$ cat config.mk
export PLATFORM = sky130hd
export DESIGN_NAME = edge_event_arbiter_flat
export DESIGN_NICKNAME = d
export VERILOG_FILES = /design/src/rtl/edge_event_arbiter_if.sv /design/src/rtl/edge_event_arbiter.sv /design/src/flat_wrapper.sv
export SDC_FILE = /design/constraint.sdc
export NUM_CORES = 1
export LEC_CHECK = 0
export ABC_AREA = 1
export CORE_MARGIN = 3
export CORE_UTILIZATION = 35
export DETAILED_ROUTE_END_ITERATION = 16
export PLACE_DENSITY = 0.68
export SLEW_MARGIN = 30
export SYNTH_ARGS = -nofsm -noshare
export SYNTH_HDL_FRONTEND = slang
export SYNTH_SLANG_ARGS = --single-unit
$ cat constraint.sdc
create_clock -name clk -period 2.3 [get_ports clk]
set_input_delay 0.345 -clock clk [delete_from_list [all_inputs] [get_ports clk]]
set_output_delay 0.345 -clock clk [all_outputs]
set_load 0.05 [all_outputs]
$ cat src/rtl/edge_event_arbiter_if.sv
// Event handshake between the edge event arbiter and its single consumer.
// The arbiter drives the event fields; the consumer answers with evt_ready.
interface edge_event_arbiter_if #(
  parameter int CHW = 2
);
  logic           evt_valid;
  logic           evt_ready;
  logic [CHW-1:0] evt_channel;
  logic           evt_rising;
  logic           evt_level;

  modport master (
    output evt_valid,
    output evt_channel,
    output evt_rising,
    output evt_level,
    input  evt_ready
  );

  modport slave (
    input  evt_valid,
    input  evt_channel,
    input  evt_rising,
    input  evt_level,
    output evt_ready
  );
endinterface

$ cat src/rtl/edge_event_arbiter.sv
// Holds conditioner edge pulses as per-channel pending events and serves them
// round-robin to one consumer over valid/ready, flagging lost events as overflow.
//
//   state   | meaning
//   EMPTY   | no event presented, evt_valid = 0
//   PRESENT | event on the outputs, held stable until evt_ready
module edge_event_arbiter #(
  parameter int NUM_CH = 4,
  parameter int CHW    = 2
) (
  input  logic                  clk,
  input  logic                  reset,
  input  logic [NUM_CH-1:0]     pos_pulse,
  input  logic [NUM_CH-1:0]     neg_pulse,
  input  logic [NUM_CH-1:0]     level_in,
  input  logic                  overflow_clr,
  output logic [NUM_CH-1:0]     overflow,
  edge_event_arbiter_if.master  ev
);

  localparam logic [0:0] EMPTY   = 1'b0;
  localparam logic [0:0] PRESENT = 1'b1;

  logic [0:0]        out_st;
  logic [NUM_CH-1:0] pend, pend_rise, pend_lvl;
  logic [CHW-1:0]    ptr, ptr_nxt, gnt_ch, hi_ch, any_ch;
  logic              hi_found, any_found, load, gnt_rise, gnt_lvl;
  logic [NUM_CH-1:0] hit, granted, take, ovf_set;

  assign ev.evt_valid = (out_st == PRESENT);

  // Rotated priority: lowest pending channel at or above ptr, else lowest overall.
  always_comb begin
    hi_found  = 1'b0;
    any_found = 1'b0;
    hi_ch     = '0;
    any_ch    = '0;
    for (int c = NUM_CH - 1; c >= 0; c--) begin
      if (pend[c]) begin
        any_found = 1'b1;
        any_ch    = CHW'(c);
        if (c >= int'(ptr)) begin
          hi_found = 1'b1;
          hi_ch    = CHW'(c);
        end
      end
    end
    gnt_ch  = hi_found ? hi_ch : any_ch;
    load    = any_found && ((out_st == EMPTY) || ev.evt_ready);
    ptr_nxt = (gnt_ch == CHW'(NUM_CH - 1)) ? '0 : gnt_ch + CHW'(1);
    gnt_rise = 1'b0;
    gnt_lvl  = 1'b0;
    for (int c = 0; c < NUM_CH; c++) begin
      if (gnt_ch == CHW'(c)) begin
        gnt_rise = pend_rise[c];
        gnt_lvl  = pend_lvl[c];
      end
    end
  end

  // A slot being granted this edge can take a new pulse without loss.
  always_comb begin
    hit     = '0;
    granted = '0;
    take    = '0;
    ovf_set = '0;
    for (int c = 0; c < NUM_CH; c++) begin
      hit[c]     = pos_pulse[c] || neg_pulse[c];
      granted[c] = load && (gnt_ch == CHW'(c));
      take[c]    = hit[c] && (!pend[c] || granted[c]);
      ovf_set[c] = hit[c] && ((pend[c] && !granted[c]) || (pos_pulse[c] && neg_pulse[c]));
    end
  end

  always_ff @(posedge clk or posedge reset) begin
    if (reset) begin
      out_st         <= EMPTY;
      ev.evt_channel <= '0;
      ev.evt_rising  <= 1'b0;
      ev.evt_level   <= 1'b0;
      ptr            <= '0;
      pend           <= '0;
      pend_rise      <= '0;
      pend_lvl       <= '0;
      overflow       <= '0;
    end else begin
      if (load) begin
        out_st         <= PRESENT;
        ev.evt_channel <= gnt_ch;
        ev.evt_rising  <= gnt_rise;
        ev.evt_level   <= gnt_lvl;
        ptr            <= ptr_nxt;
      end else if ((out_st == PRESENT) && ev.evt_ready) begin
        out_st <= EMPTY;
      end
      for (int c = 0; c < NUM_CH; c++) begin
        if (take[c]) begin
          pend[c]      <= 1'b1;
          pend_rise[c] <= pos_pulse[c];
          pend_lvl[c]  <= level_in[c];
        end else if (granted[c]) begin
          pend[c] <= 1'b0;
        end
      end
      // Set wins over a simultaneous clear.
      overflow <= (overflow & ~{NUM_CH{overflow_clr}}) | ovf_set;
    end
  end

endmodule

$ cat src/flat_wrapper.sv
// flat-port wrapper written by rule: the top's interface ports become plain ports
module edge_event_arbiter_flat 
#(
  parameter int NUM_CH = 4,
  parameter int CHW    = 2
)
  (clk, reset, pos_pulse, neg_pulse, level_in, overflow_clr, overflow, ev_evt_valid, ev_evt_channel, ev_evt_rising, ev_evt_level, ev_evt_ready);
  edge_event_arbiter_if #(.CHW(CHW)) ev_i ();
  input  logic clk;
  input  logic reset;
  input  logic [NUM_CH-1:0] pos_pulse;
  input  logic [NUM_CH-1:0] neg_pulse;
  input  logic [NUM_CH-1:0] level_in;
  input  logic overflow_clr;
  output logic [NUM_CH-1:0] overflow;
  output wire logic [$bits(ev_i.evt_valid)-1:0] ev_evt_valid;
  output wire logic [$bits(ev_i.evt_channel)-1:0] ev_evt_channel;
  output wire logic [$bits(ev_i.evt_rising)-1:0] ev_evt_rising;
  output wire logic [$bits(ev_i.evt_level)-1:0] ev_evt_level;
  input wire logic [$bits(ev_i.evt_ready)-1:0] ev_evt_ready;
  assign ev_evt_valid = ev_i.evt_valid;
  assign ev_evt_channel = ev_i.evt_channel;
  assign ev_evt_rising = ev_i.evt_rising;
  assign ev_evt_level = ev_i.evt_level;
  assign ev_i.evt_ready = ev_evt_ready;
  edge_event_arbiter #(.NUM_CH(NUM_CH), .CHW(CHW)) u_core (.clk(clk), .reset(reset), .pos_pulse(pos_pulse), .neg_pulse(neg_pulse), .level_in(level_in), .overflow_clr(overflow_clr), .overflow(overflow), .ev(ev_i));
endmodule
==> reports/qor.yml, run 1 <==
outcome: "finished clean"
cp_slowest_stage_delay_ns: 0.81
remaining_drc_errors: 0
synth_top_area_share_pct: 49.8
firstDrtPassIters: 4
drv_slew: 0
cts_tree: "done"
dp_hpwl_um: 1880
ys.warnings.count: 0
path_max_fanout: 2
fmax_mhz: 543
async_reset_ff_share_pct: 100
hold_class: "in -> async"
fin_skew_ns: 0.0155
io_pins: 25
reg2reg_from: "u_core.ptr[1]"
clkLatencyLatePin_ns: 0.32
synth_area_leaders: "dfrtp_1 (50%), nand2_1 (16%), inv_1 (5.9%)"
start_util_pct: 37.2
drv_cap: 0
wl_per_cell_um: 10.5
yosys-top-cells-count: "nand2_1 (50), dfrtp_1 (23), inv_1 (18)"
synth_most_common_cell: "nand2_1"
clkPwrFrac_pct: 10.5
die-height_um: 63.4
cts_setup_buffers: 0
path_class: "reg -> out"
dieArea_um2: 4020
fin_crit_sh_pct: 80.1
fin_cells: 217
cp-start-kind: "flip-flop"
grt_pass1_wl_um: 4000
clkTransAtPathRegs_ns: 0.14
fp-row-count: 20
die-width_um: 63.4
crit_arrival_ns: 1.50
placed_cells: 213
powerDensity_nw_per_um2: 1240
crit_chain: "clkdlybuf4s50_1"
synth_nets: 164
syn_area_per_cell_um2: 8.02
layout_min_cycle_time_ns: 1.84
cts-buffers-inserted: 3
antenna_found_initial: 0
grt_use_total_pct: 12.5
synth_edf_count: 0
vias_per_cell: 4.49
path_buf_inv: 1
p_seq_share_pct: 35.3
ys_types: 18
rsz0062_at_grt: "false"
switchingPower_mw: 0.856
power_switching_share_pct: 46.5
layout-drive-gt1-share_pct: 9.25
cts_sinks: 23
ir_worst_vdd_mv: 0.444
core_area_um2: 3100
combPwrFrac_pct: 54.2
p_int_mw: 0.987
synth_flop_cell: "dfrtp_1"
p_leak_nw: 0.732
syn2layout_area_growth_pct: 28.6
diodes: 0
ys_ff_latch: 23
setup_viol: 0
setup_tns_ns: 0
grt_pass1_vias: 948
wl_um: 2270
slew_headroom_pct: 66.2
cts_resized: 0
r2r_slack_ns: 0.50
ctsHoldBuffers: 0
worst_slew_pin_slew_ns: 0.506
clk_path_buf_depth: 2
drtIter0Drc: 50
drtAntennaViolNets: 0
root_buffer: "clkbuf_4"
hold_viol_final: 0
seq_area_frac_synth_pct: 49.8
netlist_area_um2: 1150
yosysTopAreaCell: "dfrtp_1"
grt_overflow: 0
nets: 194
crit_slowest_cell: "clkdlybuf4s50_1"
end_kind: "output pin"
ff2ff_path_depth: 11
syn_inst: 144
crit_family: "buffers and inverters"
reg2reg_to: "u_core.pend_lvl[1]"
grt_max_degree: 14
place_congestion: 0.821
htree_levels: 1
io_buffers: 24
p_total_mw: 1.84
worstPathRequired_ns: 1.96
num_vias: 974
[sequential cells by signal, summed over array words and instances, names as in the netlist]
register and count:
u_core.ptr 2, u_core.overflow 4, u_core.ev.evt_rising 1, u_core.ev.evt_channel 2
u_core.ev.evt_valid 1, u_core.pend_rise 4, u_core.pend_lvl 4, u_core.ev.evt_level 1
u_core.pend 4
[layout make-up]
class / count / area [µm²]
fill: 320 / 1620
sequential: 23 / 576
multi-input combinational: 102 / 508
timing repair buffer: 25 / 248
inverter: 19 / 71.3
tap: 44 / 55.1
clock buffer: 3 / 22.5
clock inverter: 1 / 5.00
[per-layer routing]
metal / vias to the layer above / global-route usage (%) / wire [µm]
met5: - / 0 / 0
met2: 23 / 21.0 / 1070
li1: 517 / - / -
met4: 0 / 4.04 / 12
met1: 432 / 15.9 / 1090
met3: 2 / 2.85 / 104
[kinds of logic after synthesis]
kind of cell | count (synthesis) | share of synthesized area (%)
flip-flops | 23 | 49.8
AO/OA/AOI/OAI | 17 | 8.99
adder cells (fa/ha/maj) | 4 | 4.33
buffers and inverters | 19 | 6.17
AND/OR/NAND/NOR | 81 | 30.7
[worst register-to-register path, cell delays in order, from the launching register on]
cell      delay, ns
dfrtp_1        0.41
inv_1          0.11
nand2_1        0.08
a21boi_0       0.22
nand2_1        0.16
inv_1          0.11
ha_1           0.22
nand3_1        0.13
nand2_2        0.13
nand2_2        0.06
nand2_1        0.05
nand2_1        0.04
[power by group through the flow]
| stage | clock network, mW | logic, mW | registers [mW] |
|---|---|---|---|
| 3_5_place_dp | 0 | 0.999 | 0.664 |
| 4_1_cts | 0.198 | 1.01 | 0.654 |
| 2_1_floorplan | 0 | 0.561 | 0.824 |
| 6_report | 0.193 | 0.999 | 0.651 |
| 5_1_grt | 0.217 | 1.13 | 0.671 |
| 3_3_place_gp | 0 | 0.972 | 0.663 |
[worst max-delay path by stage]
| stage | from | endpoint | slack, ns | depth (start not counted) |
|---|---|---|---|---|
| final | u_core.overflow[2] | overflow[2] | 0.46 | 1 |
| after CTS | u_core.overflow[2] | overflow[2] | 0.45 | 1 |
| after detailed placement | u_core.ptr[1] | u_core.pend_lvl[1] | 0.54 | 11 |
| after global routing | u_core.pend[2] | u_core.ev.evt_level | 0.24 | 12 |
| after global placement | u_core.ptr[1] | u_core.pend_lvl[1] | 0.59 | 11 |
| after floorplan | u_core.ptr[1] | u_core.pend_lvl[1] | 0.73 | 11 |
[metrics by stage]
stage | hold WS [ns] | utilization, % | worst slack [ns] | cell area (µm²)
2_1_floorplan | 0.347 | - | 0.726 | 1150
3_3_place_gp | 0.460 | 47.0 | 0.590 | 1460
3_5_place_dp | 0.466 | 47.0 | 0.536 | 1460
4_1_cts | 0.326 | 47.9 | 0.448 | 1490
5_1_grt | 0.334 | 47.9 | 0.237 | 1490
6_report | 0.304 | 47.9 | 0.458 | 1490
[cells in the final DEF (no fill, tap or decap)]
cell / netlist / layout
ha_1: 4 / 4
o21ai_2: 1 / 1
a22oi_1: 4 / 4
dfrtp_1: 23 / 23
nand3_2: 2 / 2
inv_1: 18 / 18
nor2_1: 8 / 8
a21boi_0: 1 / 1
clkdlybuf4s50_1: 0 / 24
buf_4: 0 / 1
nand2_2: 6 / 6
o21bai_1: 1 / 1
clkinv_2: 0 / 1
inv_2: 1 / 1
o21ai_0: 3 / 3
nand2_1: 50 / 50
clkbuf_4: 0 / 3
nand3_1: 13 / 13
o21ai_1: 3 / 3
nor3b_1: 1 / 1
nor2_2: 1 / 1
a21oi_1: 4 / 4
(Power assumes the default switching activity.)
==> run 2: changes to the inputs <==
- clock period: 2.3 -> 1.91 ns (I/O delays scaled with it)
==> reports/qor.yml, run 2 (same netlist as run 1, synthesis figures left out) <==
cp_slowest_stage_delay_ns: 0.80  # about the same
syn2layout_area_growth_pct: 29.9
fin_crit_sh_pct: 92.8
hold_viol_final: 0  # unchanged
drtAntennaViolNets: 0  # unchanged
cp-endpoint: "ev_evt_channel[0]"
worstPathRequired_ns: 1.62  # -0.34 ns
cts_tree: "done"
grt_pass1_vias: 977  # +3.1%
dieArea_um2: 4020  # unchanged
outcome: "finished clean"
remaining_drc_errors: 0  # unchanged
grt_pass1_wl_um: 4250  # +6.4%
powerDensity_nw_per_um2: 1500  # +21%
grt_overflow: 0  # unchanged
crit_arrival_ns: 1.49  # about the same
crit_chain: "clkdlybuf4s50_1"
clkPwrFrac_pct: 9.8  # -0.7 points
mostFrequentLayoutCell: "nand2_1"
fin_skew_ns: 0.00301  # -0.0125 ns
firstDrtPassIters: 4  # unchanged
die-width_um: 63.4  # unchanged
layout_common_cells: "nand2_1 (50), clkdlybuf4s50_1 (24), dfrtp_1 (22)"
core_area_um2: 3100  # unchanged
nets: 195  # +0.52%
crit_slowest_cell: "clkdlybuf4s50_1"
crit_family: "buffers and inverters"
slew_headroom_pct: 66.2  # +0.079 points
stdcell_area_um2: 1500  # +1.0%
worst_slew_pin_slew_ns: 0.505  # -0.00118 ns
fin_cells: 218  # +0.46%
layout_min_cycle_time_ns: 1.77
p_leak_nw: 0.738  # +0.75%
drtIter0Drc: 39  # -22%
combPwrFrac_pct: 55.0  # +0.8 points
r2r_slack_ns: 0.14  # -0.36 ns
fmax_mhz: 564
ff2ff_path_depth: 11  # unchanged
path_max_fanout: 2  # unchanged
placed_cells: 213  # unchanged
crit_start: "u_core.ev.evt_channel[0]"
wl_um: 2340  # +3.1%
p_seq_share_pct: 35.2  # about the same
clkTransAtPathRegs_ns: 0.13  # about the same
reg2reg_from: "u_core.ptr[1]"
drv_cap: 0  # unchanged
hold_class: "in -> async"
end_kind: "output pin"
wl_per_cell_um: 10.8  # +2.7%
cp-start-kind: "flip-flop"
fp-row-count: 20  # unchanged
place_congestion: 0.819  # -0.15%
grt_use_total_pct: 13.0  # +0.48 points
htree_levels: 1  # unchanged
p_total_mw: 2.25  # +22%
path_class: "reg -> out"
clk_path_buf_depth: 2  # unchanged
die-height_um: 63.4  # unchanged
clkLatencyLatePin_ns: 0.30  # -0.02 ns
layout-drive-gt1-share_pct: 11.5  # +2.2 points
ir_worst_vdd_mv: 0.539  # +21%
dpl_cell_area_um2: 1460  # unchanged
start_util_pct: 37.2  # unchanged
p_int_mw: 1.22  # +23%
antenna_found_initial: 0  # unchanged
vias_per_cell: 4.52  # +0.67%
diodes: 0  # unchanged
dp_slack_ns: 0.116  # -0.420 ns
grt_max_degree: 24  # +10
io_buffers: 24  # unchanged
crit_cells: 1  # unchanged
cts_sinks: 23  # unchanged
power_switching_share_pct: 46.0  # -0.42 points
switchingPower_mw: 1.04  # +21%
path_buf_inv: 1  # unchanged
cts-buffers-inserted: 3  # unchanged
layout_setup_ws_ns: 0.137  # -0.320 ns
reg2reg_to: "u_core.pend_rise[1]"
drv_slew: 0  # unchanged
setup_viol: 0  # unchanged
io_pins: 25  # unchanged
dp_hpwl_um: 1900  # +0.95%
num_vias: 985  # +1.1%
root_buffer: "clkbuf_4"
run 2: worst min-delay path, cell delays in order:
cell	delay, ns
clkdlybuf4s50_1	0.39
inv_1	0.05
buf_4	0.28
run 2: power by group through the flow:
| stage | registers [mW] | clock network, mW | logic [mW] |
|---|---|---|---|
| finish | 0.793 | 0.221 | 1.24 |
| CTS | 0.795 | 0.235 | 1.22 |
| global route | 0.820 | 0.257 | 1.40 |
| floorplan | 0.992 | 0 | 0.676 |
| global placement | 0.797 | 0 | 1.17 |
| detailed placement | 0.805 | 0 | 1.21 |
run 2: per-layer routing:
layer / part of all wire, % / global-route usage [%] / up-vias / wire (µm)
met5: 0 / 0 / - / 0
met4: 0 / 3.23 / 0 / 0
met3: 3.4 / 2.32 / 0 / 79
met2: 52 / 21.9 / 17 / 1230
met1: 44 / 17.3 / 453 / 1030
li1: - / - / 515 / -
run 2: area by class of cell:
| class | instances | area (µm²) |
|---|---|---|
| fill | 320 | 1600 |
| sequential | 23 | 577 |
| multi-input combinational | 102 | 514 |
| timing repair buffer | 26 | 255 |
| inverter | 19 | 71.3 |
| tap | 44 | 55.1 |
| clock buffer | 3 | 22.5 |
| clock inverter | 1 | 5.00 |
run 2: worst min-delay path by stage:
| stage | cells past startpoint | to |
|---|---|---|
| global placement | 2 | u_core.pend_rise[3] |
| detailed placement | 2 | u_core.pend_lvl[2] |
| finish | 3 | u_core.overflow[3] |
| CTS | 3 | u_core.overflow[3] |
| floorplan | 1 | u_core.ev.evt_channel[0] |
| global route | 3 | u_core.overflow[1] |
run 2: repair_timing:
item	CTS	global route
buffers inserted	0	1
setup endpoints to repair	0	6
hold buffers	0	0
gates resized for setup	0	5
run 2: through the flow:
step | TNS [ns] | hold slack [ns] | utilization, %
6_report | 0 | 0.303 | 48.3
4_1_cts | 0 | 0.301 | 47.9
2_1_floorplan | 0 | 0.288 | -
5_1_grt | -0.0375 | 0.305 | 48.3
3_5_place_dp | 0 | 0.469 | 47.0
3_3_place_gp | 0 | 0.459 | 47.0
==> variant 1, RTL diff (settings of run 1) <==
Make the reset (`reset`) synchronous in one clocked block.
--- a/src/rtl/edge_event_arbiter.sv
+++ b/src/rtl/edge_event_arbiter.sv
@@ -72,7 +72,7 @@
     end
   end
 
-  always_ff @(posedge clk or posedge reset) begin
+  always_ff @(posedge clk) begin
     if (reset) begin
       out_st         <= EMPTY;
       ev.evt_channel <= '0;
Function: differs if reset is asserted again (counterexample within 4 cycles, from zero or initial values and one cycle with reset high); with reset held inactive, the same outputs for 10 cycles.
==> variant 1 against run 1 <==
Synthesized area is 0.65% lower; die area shrank 0.58%; via count up 5.5%; register-to-register slack worse by 0.02 ns; wire length grew 4.7%; sequential cell count did not move; highest routed layer unchanged; final cell count increased by 1.8%; cell area shrank 1.2%; synthesized cell count grew 4.2%; worst setup slack gained 0.020 ns.
Power is not compared: it rests on default switching activity, and its combinational part moved more than twofold at a synthesized area within 25%.
==> variant 1: results (changes against run 1) <==
- Hold path start: u_core.pend_lvl[3]
- Post-detailed-routing wire length: 2380 µm (was 2270 µm)
- Post-DP HPWL: 1950 µm (was 1880 µm)
- Worst slack at placement: 0.513 ns (was 0.536 ns)
- Number of buffers inserted during clock tree synthesis: 3 (unchanged)
- Fin nets: 198 (was 194)
- Cell types with the highest counts after synthesis: sky130_fd_sc_hd__nand2_1, sky130_fd_sc_hd__dfxtp_1, sky130_fd_sc_hd__a21oi_1 (was sky130_fd_sc_hd__nand2_1, sky130_fd_sc_hd__dfrtp_1, sky130_fd_sc_hd__inv_1)
- Synth async-reset ratio: 0% (was 100%)
- Weighted congestion at the end of routability-driven global placement: 0.834 (was 0.821)
- Post-Syn Nets: 170 (was 164)
- Share of final-layout standard cells stronger than drive strength 1: 17.5% (was 9.25%)
- Share of power burned in registers: 44.9%
- Number of placed cells counting well taps: 217 (was 213)
- Worst min path class: reg -> reg (was in -> async)
- First-iteration detailed-routing DRC count: 28 (was 50)
- CP arrival: 1.48 ns (was 1.50 ns)
- Dpl cell area: 0.00144 mm² (was 0.00146 mm²)
- Via count: 1028 (was 974)
- Via count of the first global-routing pass: 1070 (was 948)
- Hold slack final: 0.475 ns (was 0.304 ns)
- Startpoint of the lowest-slack register-to-register path: u_core.pend[2] (was u_core.ptr[1])
- Detail-routed net length per standard cell: 10.8 µm (was 10.5 µm)
- Overall power: 1.07 mW
- Most common flop cell mapped by yosys: sky130_fd_sc_hd__dfxtp_1 (was sky130_fd_sc_hd__dfrtp_1)
- Cells on worst reg2reg path: 12 (was 11)
- Number of fillers in the final layout: 322 (was 320)
- Synth Instances: 150 (was 144)
- Run status: complete, no violations (unchanged)
- Fraction of the yosys area taken by sequential cells: 40.1% (was 49.8%)
- Global-route usage over all layers: 13.3% (was 12.5%)
- Slew of the pin with the lowest slew margin: 0.498 ns (was 0.506 ns)
- Synthesis warning total: 0 (unchanged)
- Final standard cell area without fillers: 0.00147 mm² (was 0.00149 mm²)
- Count of unique library cells instantiated by Yosys: 24 (was 18)
- Capture instance of the worst register-to-register path: u_core.pend_rise[3] (was u_core.pend_lvl[1])
## variant 1: cell count changes after synthesis, moves of 3 or more
| cell | before | now |
|---|---|---|
| sky130_fd_sc_hd__dfxtp_1 | 0 | 23 |
| sky130_fd_sc_hd__nand3_1 | 13 | 10 |
| sky130_fd_sc_hd__nor2_1 | 8 | 4 |
| sky130_fd_sc_hd__dfrtp_1 | 23 | 0 |
| sky130_fd_sc_hd__a21oi_1 | 4 | 19 |
| sky130_fd_sc_hd__a21oi_2 | 0 | 6 |
| sky130_fd_sc_hd__nand2_1 | 50 | 29 |
## variant 1: how the worst max path moves through the flow
stage               slack [ns]  cells past startpoint                   to                startpoint
finish                    0.48                      1         ev_evt_level       u_core.ev.evt_level
global route              0.26                     11  u_core.pend_rise[3]             u_core.ptr[1]
CTS                       0.47                      1    ev_evt_channel[0]  u_core.ev.evt_channel[0]
detailed placement        0.51                     12  u_core.pend_rise[3]            u_core.pend[2]
global placement          0.54                     12  u_core.pend_rise[3]            u_core.pend[2]
floorplan                 0.71                     12   u_core.pend_lvl[3]            u_core.pend[2]
## variant 1: cell families after synthesis
logic type | count (synthesis) | synth area share, %
AND/OR/NAND/NOR | 60 | 26.4
flip-flops | 23 | 40.1
AO/OA/AOI/OAI | 41 | 21.8
buffers and inverters | 22 | 7.31
adder cells (fa/ha/maj) | 4 | 4.36
## variant 1: final cells by class
class | instances | share of cell area, %
inverters | 20 | 5.12
repair buffers | 25 | 16.9
multi-input cells | 105 | 41.1
flip-flops and latches | 23 | 31.4
clock buffers | 4 | 1.79
well taps | 44 | 3.75
## variant 1: layer usage
layer	vias to the layer above	GRT usage (%)	wire, µm	part of all wire, %
met5	-	0	0	0
met4	0	4.31	22	0.92
met3	3	2.14	92	3.9
met2	23	23.2	1110	47
met1	453	16.5	1150	48
li1	549	-	-	-
==> variant 2, RTL diff (settings of run 1) <==
Made on the original files. `NUM_CH` is set to 4 in 2 places; all go to 8.
--- a/src/rtl/edge_event_arbiter.sv
+++ b/src/rtl/edge_event_arbiter.sv
@@ -5,7 +5,7 @@
 //   EMPTY   | no event presented, evt_valid = 0
 //   PRESENT | event on the outputs, held stable until evt_ready
 module edge_event_arbiter #(
-  parameter int NUM_CH = 4,
+  parameter int NUM_CH = 8,
   parameter int CHW    = 2
 ) (
   input  logic                  clk,
--- a/src/flat_wrapper.sv
+++ b/src/flat_wrapper.sv
@@ -1,7 +1,7 @@
 // flat-port wrapper written by rule: the top's interface ports become plain ports
 module edge_event_arbiter_flat 
 #(
-  parameter int NUM_CH = 4,
+  parameter int NUM_CH = 8,
   parameter int CHW    = 2
 )
   (clk, reset, pos_pulse, neg_pulse, level_in, overflow_clr, overflow, ev_evt_valid, ev_evt_channel, ev_evt_rising, ev_evt_level, ev_evt_ready);
Ports: changed (resized level_in, neg_pulse, overflow and pos_pulse); port bits go from 25 to 41. No check against the original RTL was run, so the function may have changed too.
==> variant 2 against run 1 <==
Worst setup slack got worse by 0.16 ns; wire length is 34% higher; sequential share of layout area decreased by 1.0 points; critical path depth grew 13; synthesized area rose by 32%; power increased by 36%; sequential power up 30%; core utilization rose by 2.5 points; clock power grew 140%; sequential cell count up 8; first-iteration DRC count increased by 62%; critical path type is now reg -> reg; die area increased by 29%; cell area is 39% higher.
==> variant 2: results (changes against run 1) <==
- Run status: complete, no violations (unchanged)
- Registers with the highest flip-flop counts: u_core.overflow (8), u_core.pend (8)
- Most common flop cell mapped by yosys: sky130_fd_sc_hd__dfrtp_1 (unchanged)
- Via count: 1330 (was 974)
- Global Route met1 Usage: 16.6% (was 15.9%)
- H-tree level count: 2 (was 1)
- Initial antenna violation count: 0 (unchanged)
- Met2 routing resource usage after global routing: 20.2% (was 21.0%)
- Via count of the first global-routing pass: 1248 (was 948)
- Met3 usage in global routing: 3.60% (was 2.85%)
- Post-DP HPWL: 2310 µm (was 1880 µm)
- Weighted congestion at the end of routability-driven global placement: 0.797 (was 0.821)
- Cell types with the highest counts after synthesis: sky130_fd_sc_hd__nand2_1, sky130_fd_sc_hd__dfrtp_1, sky130_fd_sc_hd__inv_1 (unchanged)
- Worst-skew pair later-pin latency: 0.27 ns (was 0.32 ns)
- Worst stage delay on the critical path: 0.40 ns (was 0.81 ns)
- Pleak: 0.995 nW (was 0.732 nW)
- Setup clock skew after layout: 0.00126 ns (was 0.0155 ns)
- Share of final-layout standard cells stronger than drive strength 1: 9.28% (was 9.25%)
- Number of buffers inserted during clock tree synthesis: 5 (was 3)
- Dpl cell area: 0.00195 mm² (was 0.00146 mm²)
- CP arrival: 2.21 ns (was 1.50 ns)
- Worst min path class: in -> async (unchanged)
- Synth async-reset ratio: 100% (unchanged)
- First-pass DRT Iterations: 4 (unchanged)
- Fraction of the yosys area taken by sequential cells: 51.0% (was 49.8%)
- Count of buffers inserted at the top-level ports: 36 (was 24)
- Largest fanout on the critical path: 4 (was 2)
- First-pass GRT wire length: 5270 µm (was 4000 µm)
- Clock transition at the registers of the reported paths: 0.06 ns (was 0.14 ns)
- Diode count: 0 (unchanged)
- Post-detailed-routing wire length: 3040 µm (was 2270 µm)
- First-iteration detailed-routing DRC count: 81 (was 50)
- Setup Buffers After CTS: 0 (unchanged)
- Post-Syn Nets: 224 (was 164)
- Worst slack at placement: 0.254 ns (was 0.536 ns)
- Global-route usage over all layers: 12.9% (was 12.5%)
- Worst-case vdd ir drop: 514 µV (was 444 µV)
- Synthesis warning total: 0 (unchanged)
- Relative slew slack: 66.8% (was 66.2%)
- Clock tree root driver cell: sky130_fd_sc_hd__clkbuf_8 (was sky130_fd_sc_hd__clkbuf_4)
- Maximum buffer depth of the clock tree: 2 (unchanged)
- Maximum number of pins on one net before global-route repair: 32 (was 14)
- Worst setup startpoint: u_core.pend[5] (was u_core.overflow[2])
- Cell with the largest stage delay on the worst path: sky130_fd_sc_hd__dfrtp_1 (was sky130_fd_sc_hd__clkdlybuf4s50_1)
- Cell types occupying the most area after synthesis: sky130_fd_sc_hd__dfrtp_1, sky130_fd_sc_hd__nand2_1, sky130_fd_sc_hd__inv_1 (unchanged)
- Fin nets: 268 (was 194)
- Count of unique library cells instantiated by Yosys: 17 (was 18)
## variant 2: per-layer routing
layer,up-vias,share of wire (%)
li1,702,-
met1,586,48
met2,38,44
met3,4,5.8
met4,0,1.2
met5,-,0
## variant 2: logic make-up (layout without fill, tap and decap cells)
kind of cell / count (synthesis) / in the layout / synth area share (%)
flip-flops: 31 / 31 / 51.0
AND/OR/NAND/NOR: 113 / 113 / 31.7
AO/OA/AOI/OAI: 23 / 23 / 8.88
buffers and inverters: 21 / 66 / 5.18
adder cells (fa/ha/maj): 4 / 4 / 3.29
## variant 2: path summary, 6_finish.rpt
path                       slack, ns  depth (start not counted)              endpoint
min in group clk                0.47                          2   u_core.pend_rise[7]
min reg2reg                     0.47                          2   u_core.pend_rise[7]
max reg2reg                     0.30                         14  u_core.ev.evt_rising
max                             0.30                         14  u_core.ev.evt_rising
min                             0.44                          3   u_core.pend_rise[6]
max in group asynchronous       1.58                          3    u_core.overflow[1]
## variant 2: what timing repair did
action | CTS | global route
resized for setup | 0 | 2
setup endpoints to repair | 0 | 1
hold buffers | 0 | 0
## variant 2: worst max-delay path, delay by kind of cell (launching register included)
family	cells	cell delay, ns
AND/OR/NAND/NOR	9	0.89
adder cells (fa/ha/maj)	1	0.25
flip-flops	1	0.40
buffers and inverters	2	0.18
AO/OA/AOI/OAI	2	0.23
## variant 2: layout make-up
type / count / area (µm²)
tap: 50 / 62.6
inverter: 21 / 78.8
multi-input combinational: 140 / 672
clock buffer: 8 / 100
timing repair buffer: 37 / 368
fill: 405 / 2030
sequential: 31 / 776
## variant 2: through the flow
| stage | instances | utilization, % |
|---|---|---|
| detailed placement | 279 | 47.8 |
| global route | 287 | 50.3 |
| global placement | 279 | 47.8 |
| finish | 287 | 50.3 |
| floorplan | 192 | - |
| CTS | 287 | 50.2 |
## variant 2: power breakdown
group | switching [mW] | leakage [nW] | total [mW] | internal, mW
combinational | 0.782 | 0.610 | 1.21 | 0.423
sequential | 0.114 | 0.333 | 0.847 | 0.733
clock | 0.183 | 0.0515 | 0.455 | 0.273
total | 1.08 | 0.995 | 2.51 | 1.43
